===== src/rtl/alu_pkg.sv =====
// Shared opcode encodings, FSM state type and decode helper for alu_mc.
package alu_pkg;

  localparam logic [4:0] ALU_ADD    = 5'd0;
  localparam logic [4:0] ALU_SUB    = 5'd1;
  localparam logic [4:0] ALU_XOR    = 5'd2;
  localparam logic [4:0] ALU_OR     = 5'd3;
  localparam logic [4:0] ALU_AND    = 5'd4;
  localparam logic [4:0] ALU_SLL    = 5'd5;
  localparam logic [4:0] ALU_SRL    = 5'd6;
  localparam logic [4:0] ALU_SRA    = 5'd7;
  localparam logic [4:0] ALU_SLT    = 5'd8;
  localparam logic [4:0] ALU_SLTU   = 5'd9;
  localparam logic [4:0] ALU_MUL    = 5'd10;
  localparam logic [4:0] ALU_MULH   = 5'd11;
  localparam logic [4:0] ALU_MULHSU = 5'd12;
  localparam logic [4:0] ALU_MULHU  = 5'd13;
  localparam logic [4:0] ALU_DIV    = 5'd14;
  localparam logic [4:0] ALU_DIVU   = 5'd15;
  localparam logic [4:0] ALU_REM    = 5'd16;
  localparam logic [4:0] ALU_REMU   = 5'd17;

  typedef enum logic [1:0] {
    IDLE = 2'd0,
    CALC = 2'd1,
    DONE = 2'd2
  } state_t;

  function automatic logic is_muldiv(input logic [4:0] sel);
    return (sel >= ALU_MUL) && (sel <= ALU_REMU);
  endfunction

endpackage


===== src/rtl/alu_mc_if.sv =====
// Request/response bundle between the EX-stage issue logic and alu_mc.
interface alu_mc_if #(
  parameter int XLEN = 32
);
  logic            in_valid;
  logic            in_ready;
  logic [4:0]      sel;
  logic [XLEN-1:0] A;
  logic [XLEN-1:0] B;
  logic            out_valid;
  logic            out_ready;
  logic [XLEN-1:0] out;
  logic            zeroflag;
  logic            busy;

  modport master (
    output in_valid, sel, A, B, out_ready,
    input  in_ready, out_valid, out, zeroflag, busy
  );

  modport slave (
    input  in_valid, sel, A, B, out_ready,
    output in_ready, out_valid, out, zeroflag, busy
  );
endinterface


===== src/rtl/alu_muldiv_iter.sv =====
// Iterative radix-2 multiply (shift-add) / restoring divide on operand magnitudes.
// Latches operands on start, runs XLEN steps, pulses done with the signed-corrected result.
module alu_muldiv_iter #(
  parameter int XLEN = 32
) (
  input  logic            clk,
  input  logic            rst,
  input  logic            start,
  input  logic            is_div,
  input  logic            a_signed,
  input  logic            b_signed,
  input  logic            hi,
  input  logic [XLEN-1:0] a,
  input  logic [XLEN-1:0] b,
  output logic            done,
  output logic [XLEN-1:0] result
);
  localparam int CW = $clog2(XLEN);

  logic            active_q, active_d;
  logic [CW-1:0]   cnt_q, cnt_d;
  logic [XLEN-1:0] acc_q, acc_d;
  logic [XLEN-1:0] lo_q, lo_d;
  logic [XLEN-1:0] mc_q, mc_d;
  logic            div_q, div_d;
  logic            hi_q, hi_d;
  logic            neg_q, neg_d;
  logic            negr_q, negr_d;
  logic            done_q, done_d;

  logic            a_neg, b_neg;
  logic [XLEN-1:0] a_mag, b_mag, mul_add;
  logic [XLEN:0]   mul_sum, div_sh, div_diff;
  logic [2*XLEN-1:0] prod, prod_s;
  logic [XLEN-1:0] quo, rem;

  assign a_neg   = a_signed & a[XLEN-1];
  assign b_neg   = b_signed & b[XLEN-1];
  assign a_mag   = a_neg ? -a : a;
  assign b_mag   = b_neg ? -b : b;
  assign mul_add = lo_q[0] ? mc_q : '0;
  assign mul_sum = {1'b0, acc_q} + {1'b0, mul_add};
  assign div_sh  = {acc_q, lo_q[XLEN-1]};
  assign div_diff = div_sh - {1'b0, mc_q};

  // Multiply: {acc, lo} is the product register, lo starts as the multiplier.
  // Divide: acc is the partial remainder, lo shifts the dividend out and the quotient in.
  always_comb begin
    active_d = active_q;
    cnt_d    = cnt_q;
    acc_d    = acc_q;
    lo_d     = lo_q;
    mc_d     = mc_q;
    div_d    = div_q;
    hi_d     = hi_q;
    neg_d    = neg_q;
    negr_d   = negr_q;
    done_d   = 1'b0;
    if (start) begin
      active_d = 1'b1;
      cnt_d    = CW'(XLEN - 1);
      acc_d    = '0;
      div_d    = is_div;
      hi_d     = hi;
      neg_d    = a_neg ^ b_neg;
      negr_d   = a_neg;
      lo_d     = is_div ? a_mag : b_mag;
      mc_d     = is_div ? b_mag : a_mag;
    end else if (active_q) begin
      if (div_q) begin
        if (!div_diff[XLEN]) begin
          acc_d = div_diff[XLEN-1:0];
          lo_d  = {lo_q[XLEN-2:0], 1'b1};
        end else begin
          acc_d = div_sh[XLEN-1:0];
          lo_d  = {lo_q[XLEN-2:0], 1'b0};
        end
      end else begin
        acc_d = mul_sum[XLEN:1];
        lo_d  = {mul_sum[0], lo_q[XLEN-1:1]};
      end
      if (cnt_q == '0) begin
        active_d = 1'b0;
        done_d   = 1'b1;
      end else begin
        cnt_d = cnt_q - 1'b1;
      end
    end
  end

  always_ff @(posedge clk) begin
    if (rst) begin
      active_q <= 1'b0;
      cnt_q    <= '0;
      acc_q    <= '0;
      lo_q     <= '0;
      mc_q     <= '0;
      div_q    <= 1'b0;
      hi_q     <= 1'b0;
      neg_q    <= 1'b0;
      negr_q   <= 1'b0;
      done_q   <= 1'b0;
    end else begin
      active_q <= active_d;
      cnt_q    <= cnt_d;
      acc_q    <= acc_d;
      lo_q     <= lo_d;
      mc_q     <= mc_d;
      div_q    <= div_d;
      hi_q     <= hi_d;
      neg_q    <= neg_d;
      negr_q   <= negr_d;
      done_q   <= done_d;
    end
  end

  assign prod   = {acc_q, lo_q};
  assign prod_s = neg_q ? -prod : prod;
  assign quo    = neg_q ? -lo_q : lo_q;
  assign rem    = negr_q ? -acc_q : acc_q;

  assign done   = done_q;
  assign result = div_q ? (hi_q ? rem : quo)
                        : (hi_q ? prod_s[2*XLEN-1:XLEN] : prod_s[XLEN-1:0]);

endmodule


===== src/rtl/alu_mc.sv =====
// Multi-cycle EX-stage ALU with valid/ready handshake on both sides.
// Define ALU_MULDIV_EN to build the iterative RV32M multiply/divide unit.
module alu_mc
  import alu_pkg::*;
#(
  parameter int XLEN = 32,
  parameter int SHW  = $clog2(XLEN)
) (
  input logic     clk,
  input logic     rst,
  alu_mc_if.slave bus
);
  state_t          state_q, state_d;
  logic [XLEN-1:0] out_q, out_d;
  logic            zf_q, zf_d;

  logic [XLEN-1:0] a, b, single_res;
  logic [SHW-1:0]  shamt;
  logic            md_go, md_done;
  logic [XLEN-1:0] md_res;

  assign a     = bus.A;
  assign b     = bus.B;
  assign shamt = b[SHW-1:0];

`ifdef ALU_MULDIV_EN
  logic            md_start, md_is_div, md_signed_div, md_a_signed, md_b_signed, md_hi;
  logic            div_zero, div_ovf, md_special;
  logic [XLEN-1:0] md_special_res;

  assign md_is_div     = bus.sel inside {ALU_DIV, ALU_DIVU, ALU_REM, ALU_REMU};
  assign md_signed_div = bus.sel inside {ALU_DIV, ALU_REM};
  assign md_a_signed   = bus.sel inside {ALU_MULH, ALU_MULHSU, ALU_DIV, ALU_REM};
  assign md_b_signed   = bus.sel inside {ALU_MULH, ALU_DIV, ALU_REM};
  assign md_hi         = bus.sel inside {ALU_MULH, ALU_MULHSU, ALU_MULHU, ALU_REM, ALU_REMU};

  // Divide-by-zero and signed overflow have fixed answers and bypass the iteration.
  assign div_zero   = (b == '0);
  assign div_ovf    = md_signed_div && (a == {1'b1, {(XLEN-1){1'b0}}}) && (b == '1);
  assign md_special = md_is_div && (div_zero || div_ovf);
  assign md_special_res = div_zero ? (md_hi ? a : '1) : (md_hi ? '0 : a);

  assign md_go    = is_muldiv(bus.sel) && !md_special;
  assign md_start = (state_q == IDLE) && bus.in_valid && md_go;

  alu_muldiv_iter #(.XLEN(XLEN)) u_muldiv (
    .clk      (clk),
    .rst      (rst),
    .start    (md_start),
    .is_div   (md_is_div),
    .a_signed (md_a_signed),
    .b_signed (md_b_signed),
    .hi       (md_hi),
    .a        (a),
    .b        (b),
    .done     (md_done),
    .result   (md_res)
  );

  assign bus.busy = (state_q == CALC);
`else
  assign md_go    = 1'b0;
  assign md_done  = 1'b0;
  assign md_res   = '0;
  assign bus.busy = 1'b0;
`endif

  always_comb begin
    single_res = '0;
    case (bus.sel)
      ALU_ADD:  single_res = a + b;
      ALU_SUB:  single_res = a - b;
      ALU_XOR:  single_res = a ^ b;
      ALU_OR:   single_res = a | b;
      ALU_AND:  single_res = a & b;
      ALU_SLL:  single_res = a << shamt;
      ALU_SRL:  single_res = a >> shamt;
      ALU_SRA:  single_res = XLEN'($signed(a) >>> shamt);
      ALU_SLT:  single_res = {{(XLEN-1){1'b0}}, ($signed(a) < $signed(b))};
      ALU_SLTU: single_res = {{(XLEN-1){1'b0}}, (a < b)};
`ifdef ALU_MULDIV_EN
      ALU_DIV, ALU_DIVU, ALU_REM, ALU_REMU: single_res = md_special_res;
`endif
      default:  single_res = '0;
    endcase
  end

  always_comb begin
    state_d = state_q;
    out_d   = out_q;
    zf_d    = zf_q;
    case (state_q)
      IDLE: begin
        if (bus.in_valid) begin
          if (md_go) begin
            state_d = CALC;
          end else begin
            out_d   = single_res;
            zf_d    = (single_res == '0);
            state_d = DONE;
          end
        end
      end
      CALC: begin
        if (md_done) begin
          out_d   = md_res;
          zf_d    = (md_res == '0);
          state_d = DONE;
        end
      end
      DONE: begin
        if (bus.out_ready) state_d = IDLE;
      end
      default: state_d = IDLE;
    endcase
  end

  always_ff @(posedge clk) begin
    if (rst) begin
      state_q <= IDLE;
      out_q   <= '0;
      zf_q    <= 1'b0;
    end else begin
      state_q <= state_d;
      out_q   <= out_d;
      zf_q    <= zf_d;
    end
  end

  assign bus.in_ready  = (state_q == IDLE);
  assign bus.out_valid = (state_q == DONE);
  assign bus.out       = out_q;
  assign bus.zeroflag  = zf_q;

endmodule

===== src/flat_wrapper.sv =====
// flat-port wrapper written by rule: the top's interface ports become plain ports
module alu_mc_flat import alu_pkg::*;
#(
  parameter int XLEN = 32,
  parameter int SHW  = $clog2(XLEN)
)
  (clk, rst, bus_in_valid, bus_sel, bus_A, bus_B, bus_out_ready, bus_in_ready, bus_out_valid, bus_out, bus_zeroflag, bus_busy);
  alu_mc_if #(.XLEN(XLEN)) bus_i ();
  input logic clk;
  input logic rst;
  input wire logic [$bits(bus_i.in_valid)-1:0] bus_in_valid;
  input wire logic [$bits(bus_i.sel)-1:0] bus_sel;
  input wire logic [$bits(bus_i.A)-1:0] bus_A;
  input wire logic [$bits(bus_i.B)-1:0] bus_B;
  input wire logic [$bits(bus_i.out_ready)-1:0] bus_out_ready;
  output wire logic [$bits(bus_i.in_ready)-1:0] bus_in_ready;
  output wire logic [$bits(bus_i.out_valid)-1:0] bus_out_valid;
  output wire logic [$bits(bus_i.out)-1:0] bus_out;
  output wire logic [$bits(bus_i.zeroflag)-1:0] bus_zeroflag;
  output wire logic [$bits(bus_i.busy)-1:0] bus_busy;
  assign bus_i.in_valid = bus_in_valid;
  assign bus_i.sel = bus_sel;
  assign bus_i.A = bus_A;
  assign bus_i.B = bus_B;
  assign bus_i.out_ready = bus_out_ready;
  assign bus_in_ready = bus_i.in_ready;
  assign bus_out_valid = bus_i.out_valid;
  assign bus_out = bus_i.out;
  assign bus_zeroflag = bus_i.zeroflag;
  assign bus_busy = bus_i.busy;
  alu_mc #(.XLEN(XLEN), .SHW(SHW)) u_core (.clk(clk), .rst(rst), .bus(bus_i));
endmodule

===== config.mk =====
export PLATFORM = sky130hd
export DESIGN_NAME = alu_mc_flat
export DESIGN_NICKNAME = d
export VERILOG_FILES = /design/src/rtl/alu_pkg.sv /design/src/rtl/alu_mc_if.sv /design/src/rtl/alu_muldiv_iter.sv /design/src/rtl/alu_mc.sv /design/src/flat_wrapper.sv
export SDC_FILE = /design/constraint.sdc
export NUM_CORES = 1
export LEC_CHECK = 0
export ABC_AREA = 1
export BUFFER_PORTS_ARGS = -buffer_cell sky130_fd_sc_hd__buf_4
export CELL_PAD_IN_SITES_DETAIL_PLACEMENT = 1
export CELL_PAD_IN_SITES_GLOBAL_PLACEMENT = 1
export CORE_ASPECT_RATIO = 1.5
export CORE_MARGIN = 4
export CORE_UTILIZATION = 40
export CTS_CLUSTER_SIZE = 16
export DETAILED_ROUTE_END_ITERATION = 16
export PLACE_DENSITY = 0.89
export SYNTH_ARGS = -nofsm -noshare
export SYNTH_HDL_FRONTEND = slang
export SYNTH_SLANG_ARGS = --single-unit

===== constraint.sdc =====
create_clock -name clk -period 3.3 [get_ports clk]
set_clock_uncertainty 0.2 [all_clocks]
set_input_delay 0.33 -clock clk [delete_from_list [all_inputs] [get_ports clk]]
set_output_delay 0.33 -clock clk [all_outputs]
set_load 0.02 [all_outputs]

==> impl_metrics.toml, run 1 <==
[sta]
hold_viol = 0
tns_ps = 0
layout_min_cycle_time_ps = 3160
fmax_mhz = 316
slew_violations = 0
slew_headroom_pct = 47.1
holdWs_ps = 111
worst_pin_slew_ps = 792
post-route-period-util_pct = 95.9
setup_viol = 0

[logic_synthesis]
yosys_register_bits = 34
synth-edff-count = 0
avgSynthCellArea_sq_um = 5.10
netlist_area_sq_um = 11500
synth_area_leaders = "nand2_1 22%, nand3_1 20%, ha_1 11%, inv_1 9.5%, nor2_1 7.2%"
postSynth.asyncResetShare_pct = 0
synth_ff_type = "dfxtp_1"
synth_top_area_cell = "nand2_1"
yosysSeqAreaShare_pct = 5.92
yosysTopAreaCellShare_pct = 22.5
yosysUniqueCellTypes = 46
yosysWarnings = 0
netlist_instances = 2251
syn-num-nets = 2425

[floorplan]
rows = 75
fp.dieW_um = 146
start_util_pct = 40.8
die_h_um = 216
core-area_sq_um = 28200
io_pins = 109
die_area_sq_um = 31600

[cts]
clock_latency_ps = 280
h-tree-depth = 2
cts_root_buf = "clkbuf_16"
clk_pin_slew_ps = 60
clock_path_buffers = 2
cts_tree = "built"
clkSinkCount = 34
cts_buffers = 5

[min_path]
hold_path.class = "input port to register"
hp-start = "rst"
hold_end = "u_core.bus.zeroflag"
whs_path_depth = 2

[routing]
vias = 16700
drtAntennaViolNets = 0
drc_errors = 0
vias_per_cell = 6.01
firstDrtPassIters = 5
routed_wl_mm = 65.0
post_drt_wl_per_cell_um = 23.4
drt_iter0_drc = 1372

[placed_design]
gp_congestion = 1.04
portBuffers = 107
postPlaceCellArea_sq_um = 13500
dp_hpwl_mm = 54.4

[critical_path]
critical_path_class = "input port to register"
crit_slowest_cell = "ha_1"
regToRegStartpoint = "u_core.state_q[1]"
critPathLaunchType = "input port"
crit_top_cell = "nand2_1"
r2r-end = "u_core.bus.zeroflag"
required_ps = 3320
r2r_slack_ps = 1100
ff2ff_path_depth = 9
worst_setup_path_end_kind = "register"
cp_data_arrival_time_ps = 3180
worstPathMaxFanout = 6
crit_chain = "buf_4, inv_1, ha_1, buf_4, nand2_1, inv_1, nand2_1, nor3_1, nand2_1, nand2_1, nand2_1, nand3_1, nand2_1, nor3_2, nand2_1, nor2_1, nand2_1, nor2_1, nand3_1, a21oi_2"
slowest_delay_ps = 430

[global_route]
grt_pass1_vias = 17400
grt_max_degree = 70
grt_overflow = 0
grt_pass1_wl_mm = 97.7
antenna_found_initial = 0
grt_usage_pct = 39.5

[status]
outcome = "finished, final reports clean"

[pwr]
p_leak_nw = 7.87
p_per_area_nw_per_um2 = 228
ir_drop_v = 0.000194
power_mw = 3.14

[layout]
drive_gt1_share_pct = 15.0
antenna_cells = 0
fin_util_pct = 48.8
fin_area_sq_um = 13700
finalNetCount = 2603
area_delta_synth_final_pct = 19.6
fillerInstances = 4249

[flow_run]
maxCapViolations = 0
[cells by family (layout without fill, tap and decap cells)]
logic type,count (synthesis),count (layout),share of synthesized area [%]
buffers and inverters,403,582,14.8
other,1,1,0.0326
DFF,34,34,5.92
and+or+nand+nor,1486,1486,57.1
adders and majority gates,101,101,11.1
AOI/OAI and AO/OA,226,226,11.1
[worst max-delay path by stage]
stage | from | endpoint | slack, ps | depth (start not counted)
global placement | bus_A[0] | u_core.bus.zeroflag | -140 | 21
floorplan | bus_B[4] | u_core.bus.zeroflag | 230 | 22
global route | bus_B[7] | u_core.bus.zeroflag | -30 | 22
detailed placement | bus_A[0] | u_core.bus.zeroflag | -200 | 21
CTS | bus_A[0] | u_core.bus.zeroflag | 20 | 21
finish | bus_B[14] | u_core.bus.zeroflag | 140 | 20
[power by group]
| part | internal (mW) | leakage (nW) | switching (mW) | total (mW) |
|---|---|---|---|---|
| Clock | 0.299 | 0.0729 | 0.191 | 0.490 |
| Combinational | 0.727 | 7.51 | 1.46 | 2.18 |
| Sequential | 0.443 | 0.280 | 0.0221 | 0.465 |
[metal layers]
metal	GRT usage, %	vias up	wire (um)
met3	3.71	281	3480
li1	-	7619	-
met1	44.4	8048	24200
met2	70.2	742	31800
met4	26.6	0	5540
met5	0	-	0
[state kept, by name, indices dropped and copies added (netlist names)]
register	flops
u_core.bus.out	32
u_core.state_q	1
u_core.bus.zeroflag	1
[worst max-delay path: cells and delay by family]
family	cells	cell delay [ps]
AO/OA/AOI/OAI	1	140
adder cells (fa/ha/maj)	1	430
buffers and inverters	4	480
AND/OR/NAND/NOR	14	1800
[synth_stat cells, types with 4 or more instances]
cell / number
a21oi_1: 88
a31oi_1: 8
buf_1: 6
buf_2: 45
buf_4: 14
buf_6: 8
clkbuf_1: 28
dfxtp_1: 34
ha_1: 99
inv_1: 290
inv_2: 8
nand2_1: 688
nand2_2: 15
nand2_4: 12
nand3_1: 464
nand3_2: 12
nand3b_1: 4
nand4_1: 29
nor2_1: 220
nor2_2: 11
nor3_1: 15
nor4_1: 4
o211ai_1: 23
o21ai_0: 65
o21ai_1: 12
o21bai_1: 9
o22ai_1: 9
[placed cells by master (no fill, tap or decap), types with 29 or more instances in the layout]
| cell | Yosys | routed |
|---|---|---|
| a21oi_1 | 88 | 86 |
| buf_4 | 14 | 263 |
| dfxtp_1 | 34 | 34 |
| ha_1 | 99 | 97 |
| inv_1 | 290 | 290 |
| nand2_1 | 688 | 685 |
| nand3_1 | 464 | 463 |
| nand4_1 | 29 | 29 |
| nor2_1 | 220 | 213 |
| o21ai_0 | 65 | 65 |
[stage by stage]
stage	instances	worst slack, ps
after floorplan	2251	232
after global placement	2766	-136
after detailed placement	2766	-203
after CTS	2774	21.6
after global routing	2776	-31.2
final	2776	136
[area by class of cell]
| type | instances | area, sq um | share of cell area, % |
|---|---|---|---|
| clock buffers | 6 | 139 | 1.01 |
| flip-flops and latches | 34 | 681 | 4.95 |
| repair buffers | 273 | 2170 | 15.8 |
| multi-input cells | 1814 | 9170 | 66.7 |
| inverters | 301 | 1130 | 8.24 |
| well taps | 346 | 433 | 3.15 |
| clock inverters | 2 | 12.5 | 0.0911 |
[timing repair]
action / in CTS / in global routing
buffers inserted: 0 / 2
hold buffers: 0 / 0
setup endpoints to repair: 0 / 1
resized for setup: 0 / 17
No activity file was read; power rests on OpenSTA's default activity.
==> run 2: changes to the inputs <==
- CORE_MARGIN: 4 -> not set
==> run 2 against run 1 <==
Effect of this change: sequential power hardly changed; worst hold slack worse by 15 ps; utilization is 1.8 points higher.
==> impl_metrics.toml, run 2 (synthesized netlist as in run 1, its figures left out) <==
[sta]
hold_viol = 0
layout_min_cycle_time_ps = 3170
post-route-period-util_pct = 96.1
rsz0062_at_grt = "false"
slew_violations = 0
slew_headroom_pct = 48.9
fmax_mhz = 315
setup_viol = 0
worst_slack_ps = 130
worst_pin_slew_ps = 766
tns_ps = 0

[cts]
cts_buffers = 5
clkSinkCount = 34
clock_latency_ps = 280
cts_root_buf = "clkbuf_16"
clk_pin_slew_ps = 70
h-tree-depth = 2
cts_tree = "built"
clock_path_buffers = 2
cts_setup_buffers = 0

[critical_path]
crit_chain = "buf_4, buf_4, ha_1, fa_1, nand2_1, nand2_1, nand3_1, nand2_1, nand2_1, nand2_1, o21ai_0, o21ai_0, nor2_1, nand2_1, nor2_1, nand2_1, nor2_1, nand3_1, a21oi_2"
worstPathMaxFanout = 4
critical_path_class = "input port to register"
r2r_slack_ps = 1200
critPathLaunchType = "input port"
r2r-end = "u_core.bus.zeroflag"
required_ps = 3330
worst_setup_path_end_kind = "register"
crit_top_cell = "nand2_1"
cp_data_arrival_time_ps = 3200
ff2ff_path_depth = 10
crit_slowest_cell = "fa_1"
regToRegStartpoint = "u_core.state_q[1]"
slowest_delay_ps = 390

[floorplan]
core-area_sq_um = 28100
fp.dieW_um = 140
io_pins = 109
die_h_um = 210
rows = 75
die_area_sq_um = 29400
start_util_pct = 40.9

[routing]
firstDrtPassIters = 6
vias = 16800
drtAntennaViolNets = 0
post_drt_wl_per_cell_um = 24.2
vias_per_cell = 5.94
routed_wl_mm = 68.7
drt_iter0_drc = 1297
drc_errors = 0

[global_route]
grt_usage_pct = 46.6
grt_pass1_wl_mm = 103
grt_max_degree = 70
antenna_found_initial = 3
grt_pass1_vias = 17700
grt_overflow = 0

[layout]
final_common_cell = "nand2_1"
instances_no_fill = 2834
largest_reg_flops = 32
fin_util_pct = 50.6
final_cell_mix = "681 x nand2_1, 461 x nand3_1, 318 x buf_4"
fillerInstances = 4282
finalNetCount = 2660
multi_input_area_sq_um = 9170
seqCellArea_sq_um = 681
drive_gt1_share_pct = 17.1
area_delta_synth_final_pct = 23.6

[min_path]
hold_end = "u_core.bus.zeroflag"
hp-start = "rst"
hold_path.class = "input port to register"
whs_path_depth = 2

[placed_design]
portBuffers = 107
dp_hpwl_mm = 57.3
dp_slack_ps = -349
place_inst = 2825
gp_congestion = 1.03

[status]
outcome = "finished, final reports clean"

[flow_run]
maxCapViolations = 0

[pwr]
power_mw = 3.28
p_per_area_nw_per_um2 = 231
p_leak_nw = 8.16
ir_drop_v = 0.000211
run 2: stage by stage:
stage | instance area [sq um] | hold slack (ps)
2_1_floorplan | 11500 | 352
3_3_place_gp | 14000 | 284
3_5_place_dp | 14000 | 298
4_1_cts | 14100 | 97.5
5_1_grt | 14200 | 105
6_report | 14200 | 95.9
run 2: layer usage:
| layer | share of wire [%] | GRT usage, % | vias up |
|---|---|---|---|
| li1 | - | - | 7736 |
| met1 | 36 | 49.4 | 8114 |
| met2 | 48 | 81.0 | 708 |
| met3 | 6.8 | 8.42 | 267 |
| met4 | 9.2 | 37.2 | 2 |
| met5 | 0.019 | 0 | - |
run 2: final cells by class:
cell class	count	share of cell area (%)
multi-input cells	1814	64.6
repair buffers	330	18.5
inverters	301	7.98
flip-flops and latches	34	4.80
well taps	346	3.05
clock buffers	6	0.978
clock inverters	2	0.0881
diodes	1	0.0176
run 2: critical path, delay by kind of cell:
kind | cells | cell delay [ps]
fa+ha+maj | 2 | 600
buf+inv | 2 | 250
compound gates | 3 | 490
simple gates | 12 | 1520
run 2: power by group:
group / total, mW / leakage (nW) / internal, mW / switching [mW]
combinational: 2.31 / 7.80 / 0.795 / 1.51
clock: 0.506 / 0.0729 / 0.300 / 0.206
sequential: 0.465 / 0.280 / 0.443 / 0.0219
run 2: repair_timing:
item                                    4_1_cts  5_1_grt
hold buffers                                  0        0
pin swaps                                     0        2
endpoints found under the setup margin        1        1
resized for setup                             2       18
run 2: worst max-delay path by stage:
stage / slack, ps / from / endpoint
after floorplan: 230 / bus_B[4] / u_core.bus.zeroflag
after global placement: -250 / bus_A[0] / u_core.bus.zeroflag
after detailed placement: -350 / bus_A[0] / u_core.bus.zeroflag
after CTS: 60 / bus_A[0] / u_core.bus.zeroflag
after global routing: 2 / bus_B[2] / u_core.bus.zeroflag
final: 130 / bus_A[0] / u_core.bus.zeroflag
